==> src/rtl/sub_serial_pkg.sv <==
// Shared definitions for the bit-serial subtractor: FSM state encoding,
// default operand width and the bit-counter width helper.
package sub_serial_pkg;

    // Operation state: idle, shifting bits, result ready to be published.
    typedef enum logic [1:0] {
        ST_IDLE = 2'd0,
        ST_RUN  = 2'd1,
        ST_DONE = 2'd2
    } sub_state_e;

    localparam int unsigned SUB_W_DEFAULT = 16;

    // Ceiling log2, never below 1 so the bit counter always has a bit.
    function automatic int unsigned sub_clog2(input int unsigned value);
        int unsigned r;
        r = 0;
        for (int unsigned v = value - 1; v > 0; v = v >> 1) begin
            r++;
        end
        return (r == 0) ? 1 : r;
    endfunction

endpackage

==> src/rtl/sub_bit_cell.sv <==
// Combinational 1-bit full subtractor: d = x - y - bin, with borrow out.
module sub_bit_cell (
    input  logic x,
    input  logic y,
    input  logic bin,
    output logic d,
    output logic bout
);

    // Borrow when x < y, or when x == y and a borrow arrives from below.
    always_comb begin
        d    = x ^ y ^ bin;
        bout = (~x & y) | (~(x ^ y) & bin);
    end

endmodule

==> src/rtl/sub_serial.sv <==
// Bit-serial two's-complement subtractor, diff = a - b - b_in, LSB first.
// One bit per clock through a single sub_bit_cell; results and flags are
// registered and held until the next operation completes.
// Optional build macro SUB_SAT_EN: saturate diff on signed overflow.
module sub_serial
    import sub_serial_pkg::*;
#(
    parameter int unsigned WIDTH = SUB_W_DEFAULT
) (
    input  logic             clk,
    input  logic             rst_n,
    input  logic             start,
    input  logic [WIDTH-1:0] a,
    input  logic [WIDTH-1:0] b,
    input  logic             b_in,
    output logic             busy,
    output logic             done,
    output logic [WIDTH-1:0] diff,
    output logic             b_out,
    output logic             zero,
    output logic             ovf
);

    localparam int unsigned    CNT_W    = sub_clog2(WIDTH);
    localparam logic [CNT_W-1:0] CNT_LAST = CNT_W'(WIDTH - 1);

    sub_state_e       state_q, state_d;
    logic [CNT_W-1:0] cnt_q, cnt_d;
    logic [WIDTH-1:0] a_sh_q, a_sh_d;
    logic [WIDTH-1:0] b_sh_q, b_sh_d;
    logic [WIDTH-1:0] raw_q, raw_d;
    logic             br_q, br_d;
    // Operand sign bits kept aside; the shift registers lose them.
    logic             a_msb_q, a_msb_d;
    logic             b_msb_q, b_msb_d;
    logic             busy_q, busy_d;
    logic             done_q, done_d;
    logic [WIDTH-1:0] diff_q, diff_d;
    logic             b_out_q, b_out_d;
    logic             zero_q, zero_d;
    logic             ovf_q, ovf_d;

    logic             cell_d;
    logic             cell_bout;
    logic             accept;
    logic             ovf_w;
    logic [WIDTH-1:0] res_w;

    sub_bit_cell u_cell (
        .x    (a_sh_q[0]),
        .y    (b_sh_q[0]),
        .bin  (br_q),
        .d    (cell_d),
        .bout (cell_bout)
    );

    // Final result and flags derived from the completed serial difference.
    always_comb begin
        ovf_w = (a_msb_q != b_msb_q) && (raw_q[WIDTH-1] != a_msb_q);
        res_w = raw_q;
`ifdef SUB_SAT_EN
        if (ovf_w) begin
            res_w = a_msb_q ? {1'b1, {(WIDTH-1){1'b0}}} : {1'b0, {(WIDTH-1){1'b1}}};
        end
`endif
    end

    // Next-state logic: FSM, serial datapath and output register loads.
    always_comb begin
        state_d = state_q;
        cnt_d   = cnt_q;
        a_sh_d  = a_sh_q;
        b_sh_d  = b_sh_q;
        raw_d   = raw_q;
        br_d    = br_q;
        a_msb_d = a_msb_q;
        b_msb_d = b_msb_q;
        done_d  = 1'b0;
        diff_d  = diff_q;
        b_out_d = b_out_q;
        zero_d  = zero_q;
        ovf_d   = ovf_q;

        // start is honoured in IDLE and DONE, never while shifting.
        accept = start && (state_q != ST_RUN);

        case (state_q)
            ST_IDLE: begin
                state_d = ST_IDLE;
            end
            ST_RUN: begin
                a_sh_d = a_sh_q >> 1;
                b_sh_d = b_sh_q >> 1;
                br_d   = cell_bout;
                raw_d  = {cell_d, raw_q[WIDTH-1:1]};
                cnt_d  = cnt_q + CNT_W'(1);
                if (cnt_q == CNT_LAST) begin
                    state_d = ST_DONE;
                end
            end
            ST_DONE: begin
                done_d  = 1'b1;
                diff_d  = res_w;
                b_out_d = br_q;
                zero_d  = (res_w == '0);
                ovf_d   = ovf_w;
                state_d = ST_IDLE;
            end
            default: begin
                state_d = ST_IDLE;
            end
        endcase

        // Capture happens after DONE has read raw_q, so back-to-back is safe.
        if (accept) begin
            state_d = ST_RUN;
            a_sh_d  = a;
            b_sh_d  = b;
            br_d    = b_in;
            a_msb_d = a[WIDTH-1];
            b_msb_d = b[WIDTH-1];
            raw_d   = '0;
            cnt_d   = '0;
        end

        busy_d = (state_d == ST_RUN);
    end

    // State and output registers with synchronous active-low reset.
    always_ff @(posedge clk) begin
        if (!rst_n) begin
            state_q <= ST_IDLE;
            cnt_q   <= '0;
            a_sh_q  <= '0;
            b_sh_q  <= '0;
            raw_q   <= '0;
            br_q    <= 1'b0;
            a_msb_q <= 1'b0;
            b_msb_q <= 1'b0;
            busy_q  <= 1'b0;
            done_q  <= 1'b0;
            diff_q  <= '0;
            b_out_q <= 1'b0;
            zero_q  <= 1'b0;
            ovf_q   <= 1'b0;
        end else begin
            state_q <= state_d;
            cnt_q   <= cnt_d;
            a_sh_q  <= a_sh_d;
            b_sh_q  <= b_sh_d;
            raw_q   <= raw_d;
            br_q    <= br_d;
            a_msb_q <= a_msb_d;
            b_msb_q <= b_msb_d;
            busy_q  <= busy_d;
            done_q  <= done_d;
            diff_q  <= diff_d;
            b_out_q <= b_out_d;
            zero_q  <= zero_d;
            ovf_q   <= ovf_d;
        end
    end

    assign busy  = busy_q;
    assign done  = done_q;
    assign diff  = diff_q;
    assign b_out = b_out_q;
    assign zero  = zero_q;
    assign ovf   = ovf_q;

endmodule

==> config.mk <==
export PLATFORM = sky130hd
export DESIGN_NAME = sub_serial
export DESIGN_NICKNAME = d
export VERILOG_FILES = /design/src/rtl/sub_serial_pkg.sv /design/src/rtl/sub_bit_cell.sv /design/src/rtl/sub_serial.sv
export SDC_FILE = /design/constraint.sdc
export NUM_CORES = 1
export LEC_CHECK = 0
export CORE_ASPECT_RATIO = 1.4
export CORE_MARGIN = 2
export CORE_UTILIZATION = 52
export CTS_BUF_LIST = sky130_fd_sc_hd__clkbuf_16
export DETAILED_ROUTE_END_ITERATION = 7
export GPL_TIMING_DRIVEN = 0
export HOLD_SLACK_MARGIN = 0.05
export PLACE_DENSITY = 0.82
export SKIP_CTS_REPAIR_TIMING = 1
export SLEW_MARGIN = 10
export SYNTH_ARGS = -nofsm -noshare
export SYNTH_HDL_FRONTEND = slang
export SYNTH_SLANG_ARGS = --single-unit
==> constraint.sdc <==
create_clock -name clk -period 1.3 [get_ports clk]
set_input_delay 0.26 -clock clk [delete_from_list [all_inputs] [get_ports clk]]
set_output_delay 0.26 -clock clk [all_outputs]
set_load 0.1 [all_outputs]
==> impl_metrics.py, run 1 <==
metrics = {
    "worst_setup_path": {
        "crit_path_top_delay_cell": "dfxtp_1",
        "crit_chain": "clkbuf_4",
        "cpPeakStageDelay_ns": 0.34,
        "cp_top_family": "flip-flops",
        "startpoint_type": "register",
        "cp-end-kind": "output pin",
        "critical_path.max_fanout": 2,
        "crit_type": "register to output pin",
        "critPathBufInv": 1,
        "arrival_ns": 1.01,
        "crit_required_ns": 1.04,
    },
    "grt": {
        "antenna_found_initial": 0,
        "grt_pass1_wl_um": 11390,
        "grt_pass1_vias": 2532,
        "grtUsageTotal_pct": 20.60,
        "gr-total-overflow": 0,
        "grt_max_degree": 14,
    },
    "timing": {
        "period_minus_slack_ns": 1.270,
        "hold_viol_final": 0,
        "worst_pin_slew_ns": 0.3102,
        "relSlewSlack_pct": 79.13,
        "skew_ns": 0.004484,
        "tns_ns": 0,
        "max_freq_mhz": 787.7,
        "period_share_pct": 97.66,
        "slew_violations": 0,
        "finalSetupViolCount": 0,
    },
    "layout": {
        "finalNetCount": 459,
        "nFillCells": 488,
        "regArea_um2": 1562,
        "drive_above_1_share_pct": 15.49,
        "fin_util_pct": 68.19,
        "multiInputGateArea_um2": 1505,
        "final_cells": 498,
        "diodes": 0,
        "area_delta_synth_final_pct": 28.27,
    },
    "floorplanning": {
        "die_area_um2": 6966,
        "core_area_um2": 6168,
        "row_count": 34,
        "die_w_um": 71.12,
        "initial_core_util_pct": 53.16,
        "io_pins": 57,
        "fp.dieH_um": 97.96,
    },
    "power": {
        "seqPwrFrac_pct": 45.9,
        "internal_power_uw": 4272,
        "comb_power_share_pct": 10.4,
        "leakage_uw": 0.001968,
        "peakVddDrop_mv": 0.7025,
        "p_clk_share_pct": 43.8,
        "power-per-cell-area_nw_per_um2": 1322,
        "netSwitchingFraction_pct": 23.18,
        "power_uw": 5562,
        "p_sw_uw": 1289,
    },
    "synthesis": {
        "synth_warnings": 0,
        "yosysSeqAreaShare_pct": 47.62,
        "synth_area_leader_cell": "dfxtp_1",
        "synth_area_leaders": "dfxtp_1 (48%), nand2_1 (12%), mux2i_1 (9.5%)",
        "syn_nets": 389,
        "synth_top_area_share_pct": 47.62,
        "ys_ff_latch": 78,
        "synthCells": 351,
        "yosysUniqueCellTypes": 33,
        "syn_area_per_cell_um2": 9.343,
        "syn_area_um2": 3279,
    },
    "place": {
        "place_hpwl_um": 4769,
        "dpl.cell_count": 479,
        "port_buffers": 56,
        "place_congestion": 0.7493,
    },
    "route": {
        "route.antenna.remaining_nets": 0,
        "route.detailed.drc": 0,
        "dr.first_iter.drc_count": 178,
        "dr.pass1.iters": 4,
        "viasPerCell": 5.307,
        "dr_total_vias": 2643,
        "finalWirelength_um": 6734,
        "wire_per_inst_um": 13.52,
    },
    "clock_network": {
        "clk_latency_ns": 0.33,
        "clk_pin_slew_ns": 0.06,
        "cts_buffers": 9,
        "ctsRootBufferMaster": "clkbuf_16",
        "htreeDepth": 3,
        "clock-sinks": 78,
        "clk_path_buf_depth": 2,
        "cts_tree": "yes",
    },
    "min_path": {
        "hold_path_class": "input pin to register",
    },
    "run": {
        "cap_violations": 0,
    },
    "status": {
        "status": "complete, no violations",
    },
}
## layer usage
metal	global-route usage, %	part of all wire [%]	vias up
met2	37.38	53	49
met4	6.096	1.4	0
met5	0	0	-
met3	5.779	4.2	11
li1	-	-	1347
met1	23.08	41	1236
## sequential cells by signal, summed over array words and instances, names as in the netlist
register / flops
a_msb_q: 1
a_sh_q: 16
b_msb_q: 1
b_out: 1
b_sh_q: 16
br_q: 1
busy: 1
cnt_q: 4
diff: 16
done: 1
ovf: 1
raw_q: 16
state_q: 2
zero: 1
## final timing paths
check	from	endpoint	slack (ns)	depth (start not counted)
min reg2reg	diff[6]$_SDFFE_PN0P_	diff[6]$_SDFFE_PN0P_	0.45	2
min	start	b_msb_q$_SDFFE_PN0P_	0.45	4
max	ovf$_SDFFE_PN0P_	ovf	0.03	1
max reg2reg	state_q[1]$_SDFF_PN0_	a_sh_q[7]$_SDFFE_PN0P_	0.09	5
## cell usage after synthesis
library cell	instances
a21oi_1	18
xnor2_1	1
nand2_1	104
nand4_1	1
dfxtp_1	78
buf_6	4
inv_1	3
o21ai_0	5
nand3_1	4
o221ai_1	1
nor2b_1	1
a21boi_1	10
o211a_1	31
and2_1	1
and3_1	1
buf_4	8
xor2_1	1
buf_2	11
ha_1	1
clkbuf_1	3
and2b_1	1
o21ai_2	1
buf_8	2
nor4_1	4
a21boi_0	9
nand2b_1	3
or3_1	1
o211ai_1	2
fa_1	1
nand3b_1	2
nor2_1	5
a41oi_1	2
mux2i_1	31
## power by group through the flow
stage | Combinational [uW] | Clock [uW] | Sequential, uW
2_1_floorplan | 363 | 0 | 2600
3_3_place_gp | 551 | 0 | 2600
3_5_place_dp | 565 | 0 | 2600
4_1_cts | 572 | 2470 | 2550
5_1_grt | 641 | 2560 | 2560
6_report | 577 | 2430 | 2550
## area by class of cell
class | count | area share, %
multi-input combinational | 242 | 35.78
clock inverter | 7 | 1.576
sequential | 78 | 37.12
clock buffer | 9 | 5.354
inverter | 3 | 0.2677
timing repair buffer | 59 | 12.67
buffer | 28 | 5.086
tap | 72 | 2.142
## placed cells by master (no fill, tap or decap), types with 2 or more instances in the layout
cell type	instances
nand2_1	104
dfxtp_1	78
clkdlybuf4s50_1	34
o211a_1	31
mux2i_1	31
clkbuf_4	25
a21oi_1	18
buf_4	11
a21boi_1	10
a21boi_0	9
clkbuf_16	9
buf_2	8
o21ai_0	5
nor2_1	5
inv_1	4
buf_6	4
nand3_1	4
nor4_1	4
nand2b_1	3
o211ai_1	2
a41oi_1	2
nand3b_1	2
buf_8	2
clkinvlp_4	2
## logic make-up (layout without fill, tap and decap cells)
| kind of cell | Yosys count | count (layout) | synth area share, % |
|---|---|---|---|
| AOI/OAI and AO/OA | 79 | 79 | 18.85 |
| and+or+nand+nor | 128 | 128 | 16.06 |
| muxes | 31 | 31 | 9.462 |
| xor gates and xnor gates | 2 | 2 | 0.5342 |
| DFF | 78 | 78 | 47.62 |
| buffers and inverters | 31 | 106 | 6.486 |
| adders and majority gates | 2 | 2 | 0.9920 |
## per-stage QoR
stage	cell area, um^2	hold slack (ns)	setup slack, ns
3_5_place_dp	3930	0.4448	-0.4239
2_1_floorplan	3279	0.4066	0.05000
3_3_place_gp	3930	0.4425	-0.4253
5_1_grt	4207	0.4696	-0.009275
6_report	4207	0.4461	0.03047
4_1_cts	4222	0.4528	-0.7826
Note: power is estimated with default switching activity, not from simulation.
==> run 2, diff against run 1 <==
--- a/config.mk
+++ b/config.mk
@@ -12,8 +12,9 @@
 export DETAILED_ROUTE_END_ITERATION = 7
 export GPL_TIMING_DRIVEN = 0
 export HOLD_SLACK_MARGIN = 0.05
-export PLACE_DENSITY = 0.82
+export PLACE_DENSITY = 0.76
 export SKIP_CTS_REPAIR_TIMING = 1
+export SKIP_LAST_GASP = 1
 export SLEW_MARGIN = 10
 export SYNTH_ARGS = -nofsm -noshare
 export SYNTH_HDL_FRONTEND = slang
==> run 2 against run 1 <==
- combinational power hardly changed
- total power is 3.1% higher
- global-route usage fell by 0.44 points
- final area is 0.80% higher
- largest cell class unchanged
- final cell count increased by 0.20%
- highest routed layer unchanged
==> impl_metrics.py, run 2 (synthesized netlist as in run 1, its figures left out) <==
metrics = {
    "power": {
        "p_sw_uw": 1264,
        "leakage_uw": 0.001985,
        "p_clk_share_pct": 45.5,
        "peakVddDrop_mv": 1.194,
        "internal_power_uw": 4470,
        "netSwitchingFraction_pct": 22.04,
        "comb_power_share_pct": 10.0,
        "power-per-cell-area_nw_per_um2": 1352,
        "seqPwrFrac_pct": 44.5,
    },
    "grt": {
        "grt_pass1_wl_um": 11240,
        "gr-total-overflow": 0,
        "antenna_found_initial": 0,
        "grt_max_degree": 14,
        "grtUsageTotal_pct": 20.16,
        "grt_pass1_vias": 2550,
    },
    "route": {
        "route.detailed.drc": 0,
        "dr.first_iter.drc_count": 109,
        "viasPerCell": 5.218,
        "dr.pass1.iters": 4,
        "route.antenna.remaining_nets": 0,
        "wire_per_inst_um": 12.89,
        "dr_total_vias": 2604,
        "finalWirelength_um": 6433,
    },
    "timing": {
        "max_freq_mhz": 789.1,
        "skew_ns": 0.005571,
        "worst_pin_slew_ns": 0.3034,
        "relSlewSlack_pct": 79.59,
        "rsz0062_at_grt": "true",
        "hold_viol_final": 0,
        "period_minus_slack_ns": 1.267,
        "finalSetupViolCount": 0,
        "period_share_pct": 97.48,
        "slew_violations": 0,
        "hold_slack_ns": 0.4493,
    },
    "layout": {
        "finalNetCount": 460,
        "diodes": 0,
        "nFillCells": 509,
        "area_delta_synth_final_pct": 29.30,
        "drive_above_1_share_pct": 16.16,
        "finish.instance_area_um2": 4240,
        "most-common-layout-cells": "nand2_1 (104), dfxtp_1 (76), clkdlybuf4s50_1 (34)",
        "layout_commonest_cell": "nand2_1",
    },
    "worst_setup_path": {
        "timing.rr.start": "state_q[1]$_SDFF_PN0_",
        "cp_top_family": "flip-flops",
        "critPathBufInv": 1,
        "r2r-end": "b_sh_q[10]$_SDFFE_PN0P_",
        "cp-end-kind": "output pin",
        "crit_path_top_delay_cell": "dfxtp_1",
        "regToRegSetupSlack_ns": 0.15,
        "crit_cells": 1,
        "crit_required_ns": 1.04,
        "startpoint_type": "register",
        "cpPeakStageDelay_ns": 0.34,
        "arrival_ns": 1.01,
        "crit_type": "register to output pin",
        "critical_path.max_fanout": 2,
        "r2r_cells": 4,
        "crit_chain": "clkbuf_4",
    },
    "place": {
        "place_hpwl_um": 4640,
        "place_congestion": 0.7608,
        "dpl_cell_area_um2": 3930,
        "port_buffers": 56,
    },
    "run": {
        "cap_violations": 0,
    },
    "floorplanning": {
        "core_area_um2": 6168,
        "die_area_um2": 6966,
        "die_w_um": 71.12,
        "row_count": 34,
        "initial_core_util_pct": 53.16,
        "fp.dieH_um": 97.96,
        "io_pins": 57,
    },
    "min_path": {
        "worst_hold_startpoint": "diff[14]$_SDFFE_PN0P_",
        "min_path_cells": 2,
        "hold_end": "diff[14]$_SDFFE_PN0P_",
        "hold_path_class": "register to register",
    },
    "clock_network": {
        "clk_latency_ns": 0.33,
        "cts_buffers": 9,
        "clk_path_buf_depth": 2,
        "ctsRootBufferMaster": "clkbuf_16",
        "clock-sinks": 78,
        "htreeDepth": 3,
        "cts_tree": "yes",
        "clk_pin_slew_ns": 0.06,
    },
    "status": {
        "status": "complete, no violations",
    },
}
[run 2: per-stage QoR]
stage / util (%) / power [uW] / std cells / TNS, ns / setup WS [ns]
floorplan: - / 2963 / 351 / 0 / 0.05000
global placement: 63.71 / 3152 / 479 / -23.08 / -0.4241
detailed placement: 63.71 / 3164 / 479 / -24.10 / -0.4228
CTS: 68.80 / 5764 / 495 / -16.45 / -0.7742
global route: 68.74 / 5930 / 499 / -0.01179 / -0.006729
finish: 68.74 / 5734 / 499 / 0 / 0.03279
[run 2: how the worst max path moves through the flow]
stage / from / to
2_1_floorplan: b_out$_SDFFE_PN0P_ / b_out$_SDFFE_PN0P_
3_3_place_gp: ovf$_SDFFE_PN0P_ / ovf
3_5_place_dp: ovf$_SDFFE_PN0P_ / ovf
4_1_cts: ovf$_SDFFE_PN0P_ / ovf
5_1_grt: rst_n / b_sh_q[12]$_SDFFE_PN0P_
6_report: ovf$_SDFFE_PN0P_ / ovf
[run 2: layout make-up]
cell class                      instances  area [um^2]  share of cell area [%]
Multi-Input combinational cell        242         1505                   35.50
Sequential cell                        78         1564                   36.88
Inverter                                3        11.26                  0.2656
Timing Repair Buffer                   60        540.5                   12.75
Buffer                                 28        215.2                   5.075
Clock inverter                          7        88.84                   2.095
Tap cell                               72        90.09                   2.125
Clock buffer                            9        225.2                   5.311
[run 2: power by group through the flow]
stage	sequential (uW)	combinational, uW	clock (uW)
after global placement	2600	555	0
after detailed placement	2600	564	0
final	2550	576	2610
after floorplan	2600	363	0
after global routing	2560	638	2730
after CTS	2550	568	2650
[run 2: layer usage]
layer  up-vias  track usage (%)  wire length (um)
met5         -                0                 0
met4         0            10.45               152
met3         9            3.922               259
met2        47            35.80              3308
met1      1197            22.38              2713
li1       1351                -                 -
==> run 3, diff against run 2 <==
--- a/config.mk
+++ b/config.mk
@@ -7,12 +7,12 @@
 export LEC_CHECK = 0
 export CORE_ASPECT_RATIO = 1.4
 export CORE_MARGIN = 2
-export CORE_UTILIZATION = 52
+export CORE_UTILIZATION = 56
 export CTS_BUF_LIST = sky130_fd_sc_hd__clkbuf_16
 export DETAILED_ROUTE_END_ITERATION = 7
 export GPL_TIMING_DRIVEN = 0
 export HOLD_SLACK_MARGIN = 0.05
-export PLACE_DENSITY = 0.76
+export PLACE_DENSITY = 0.81
 export SKIP_CTS_REPAIR_TIMING = 1
 export SKIP_LAST_GASP = 1
 export SLEW_MARGIN = 10
==> constraint.sdc (replaced) <==
create_clock -name clk -period 1.6 [get_ports clk]
set_input_delay 0.32 -clock clk [delete_from_list [all_inputs] [get_ports clk]]
set_output_delay 0.32 -clock clk [all_outputs]
set_load 0.1 [all_outputs]
==> run 3 against run 2 <==
- the run now ends with setup timing left
- via count grew 1.8%
- count of clock-buffer cells in the layout unchanged
- final area down 3.4%
- final cell count is 1.2% lower
- non-clock buffer count fell by 4
- utilization grew 2.6 points
- clock power is 31% lower
==> impl_metrics.py, run 3 (synthesized netlist as in run 1, its figures left out) <==
metrics = {
    "power": {
        "seqPwrFrac_pct": 47.8,
        "p_clk_share_pct": 41.7,
        "leakage_uw": 0.001940,
        "power-per-cell-area_nw_per_um2": 1060,
        "comb_power_share_pct": 10.5,
        "peakVddDrop_mv": 0.8098,
        "internal_power_uw": 3304,
        "netSwitchingFraction_pct": 23.85,
        "p_sw_uw": 1035,
    },
    "route": {
        "finalWirelength_um": 6510,
        "route.detailed.drc": 0,
        "viasPerCell": 5.375,
        "route.antenna.remaining_nets": 0,
        "wire_per_inst_um": 13.20,
        "dr.first_iter.drc_count": 153,
        "dr_total_vias": 2650,
        "dr.pass1.iters": 4,
    },
    "clock_network": {
        "cts_buffers": 9,
        "cts_tree": "yes",
        "htreeDepth": 3,
        "ctsRootBufferMaster": "clkbuf_16",
        "clk_pin_slew_ns": 0.06,
        "clk_path_buf_depth": 2,
        "clock-sinks": 78,
        "clk_latency_ns": 0.33,
    },
    "floorplanning": {
        "initial_core_util_pct": 57.14,
        "die_area_um2": 6493,
        "fp.dieH_um": 94.55,
        "die_w_um": 68.68,
        "io_pins": 57,
        "core_area_um2": 5739,
        "row_count": 33,
    },
    "min_path": {
        "hold_path_class": "register to register",
    },
    "layout": {
        "fin_util_pct": 71.35,
        "area_delta_synth_final_pct": 24.88,
        "final_cells": 493,
        "layout_commonest_cell": "nand2_1",
        "diodes": 0,
        "nFillCells": 486,
        "most-common-layout-cells": "nand2_1 (104), dfxtp_1 (78), clkdlybuf4s50_1 (35)",
        "finalNetCount": 456,
        "drive_above_1_share_pct": 14.42,
        "finish.instance_area_um2": 4095,
    },
    "timing": {
        "period_share_pct": 107.0,
        "worst_slack_ns": -0.1119,
        "period_minus_slack_ns": 1.712,
        "hold_viol_final": 0,
        "relSlewSlack_pct": 35.90,
        "worst_pin_slew_ns": 0.9600,
        "rsz0062_at_grt": "true",
        "finalSetupViolCount": 1,
        "skew_ns": 0.007221,
        "max_freq_mhz": 584.1,
        "slew_violations": 0,
    },
    "worst_setup_path": {
        "crit_path_top_delay_cell": "dlymetal6s2s_1",
        "startpoint_type": "register",
        "cpPeakStageDelay_ns": 0.74,
        "crit_chain": "dlymetal6s2s_1",
        "critical_path.max_fanout": 2,
        "critPathBufInv": 1,
        "cp-end-kind": "output pin",
        "crit_required_ns": 1.28,
        "arrival_ns": 1.39,
        "cp_top_family": "buffers and inverters",
        "crit_type": "register to output pin",
    },
    "grt": {
        "antenna_found_initial": 0,
        "grt_pass1_wl_um": 10820,
        "grt_max_degree": 14,
        "gr-total-overflow": 0,
        "grt_pass1_vias": 2504,
        "grtUsageTotal_pct": 21.99,
    },
    "place": {
        "place_congestion": 0.7664,
        "port_buffers": 56,
        "dpl_cell_area_um2": 3928,
        "place_hpwl_um": 4650,
        "dpl.cell_count": 477,
    },
    "status": {
        "status": "finished with violations",
        "violations": "setup timing",
    },
    "run": {
        "cap_violations": 0,
    },
}
## run 3: cell type report
type	count	area, um^2	area share, %
plain buffers	28	201.4	4.919
clock inverters	7	40.04	0.9777
repair buffers	56	462.9	11.30
well taps	70	87.58	2.139
clock buffers	9	225.2	5.500
inverters	3	11.26	0.2750
flip-flops and latches	78	1562	38.13
multi-input cells	242	1505	36.76
## run 3: path summary, 6_finish.rpt
path	startpoint	end	slack (ns)	cells after the start
worst min register to register	diff[11]$_SDFFE_PN0P_	diff[11]$_SDFFE_PN0P_	0.45	2
worst max-delay path	diff[0]$_SDFFE_PN0P_	diff[0]	-0.11	1
worst min-delay path	diff[11]$_SDFFE_PN0P_	diff[11]$_SDFFE_PN0P_	0.45	2
worst max register to register	state_q[1]$_SDFF_PN0_	a_sh_q[6]$_SDFFE_PN0P_	0.35	5
## run 3: routing by layer
layer	track usage (%)	share of wire, %	wire length [um]
met5	0	0	0
met4	9.000	0.92	60
met3	4.768	4.8	311
met2	39.74	53	3440
met1	23.91	41	2698
## run 3: through the flow
stage / hold slack (ns) / total power [uW] / TNS, ns / setup slack (ns)
detailed placement: 0.4463 / 2571 / -6.203 / -0.1810
CTS: 0.4544 / 4371 / -10.76 / -0.5365
global placement: 0.4419 / 2559 / -5.654 / -0.1815
global route: 0.4675 / 4494 / -0.1775 / -0.1775
finish: 0.4504 / 4340 / -0.1119 / -0.1119
floorplan: 0.4409 / 2408 / 0 / 0.3500
## run 3: power by group through the flow
stage	clock, uW	combinational (uW)	sequential, uW
2_1_floorplan	0	295	2110
3_3_place_gp	0	449	2110
3_5_place_dp	0	457	2110
4_1_cts	1840	462	2070
5_1_grt	1910	503	2080
6_report	1810	456	2070
## run 3: tightest hold or removal path, cell delays in order (launching register included)
cell	delay [ns]
dfxtp_1	0.31
nand2_1	0.05
a21boi_1	0.05
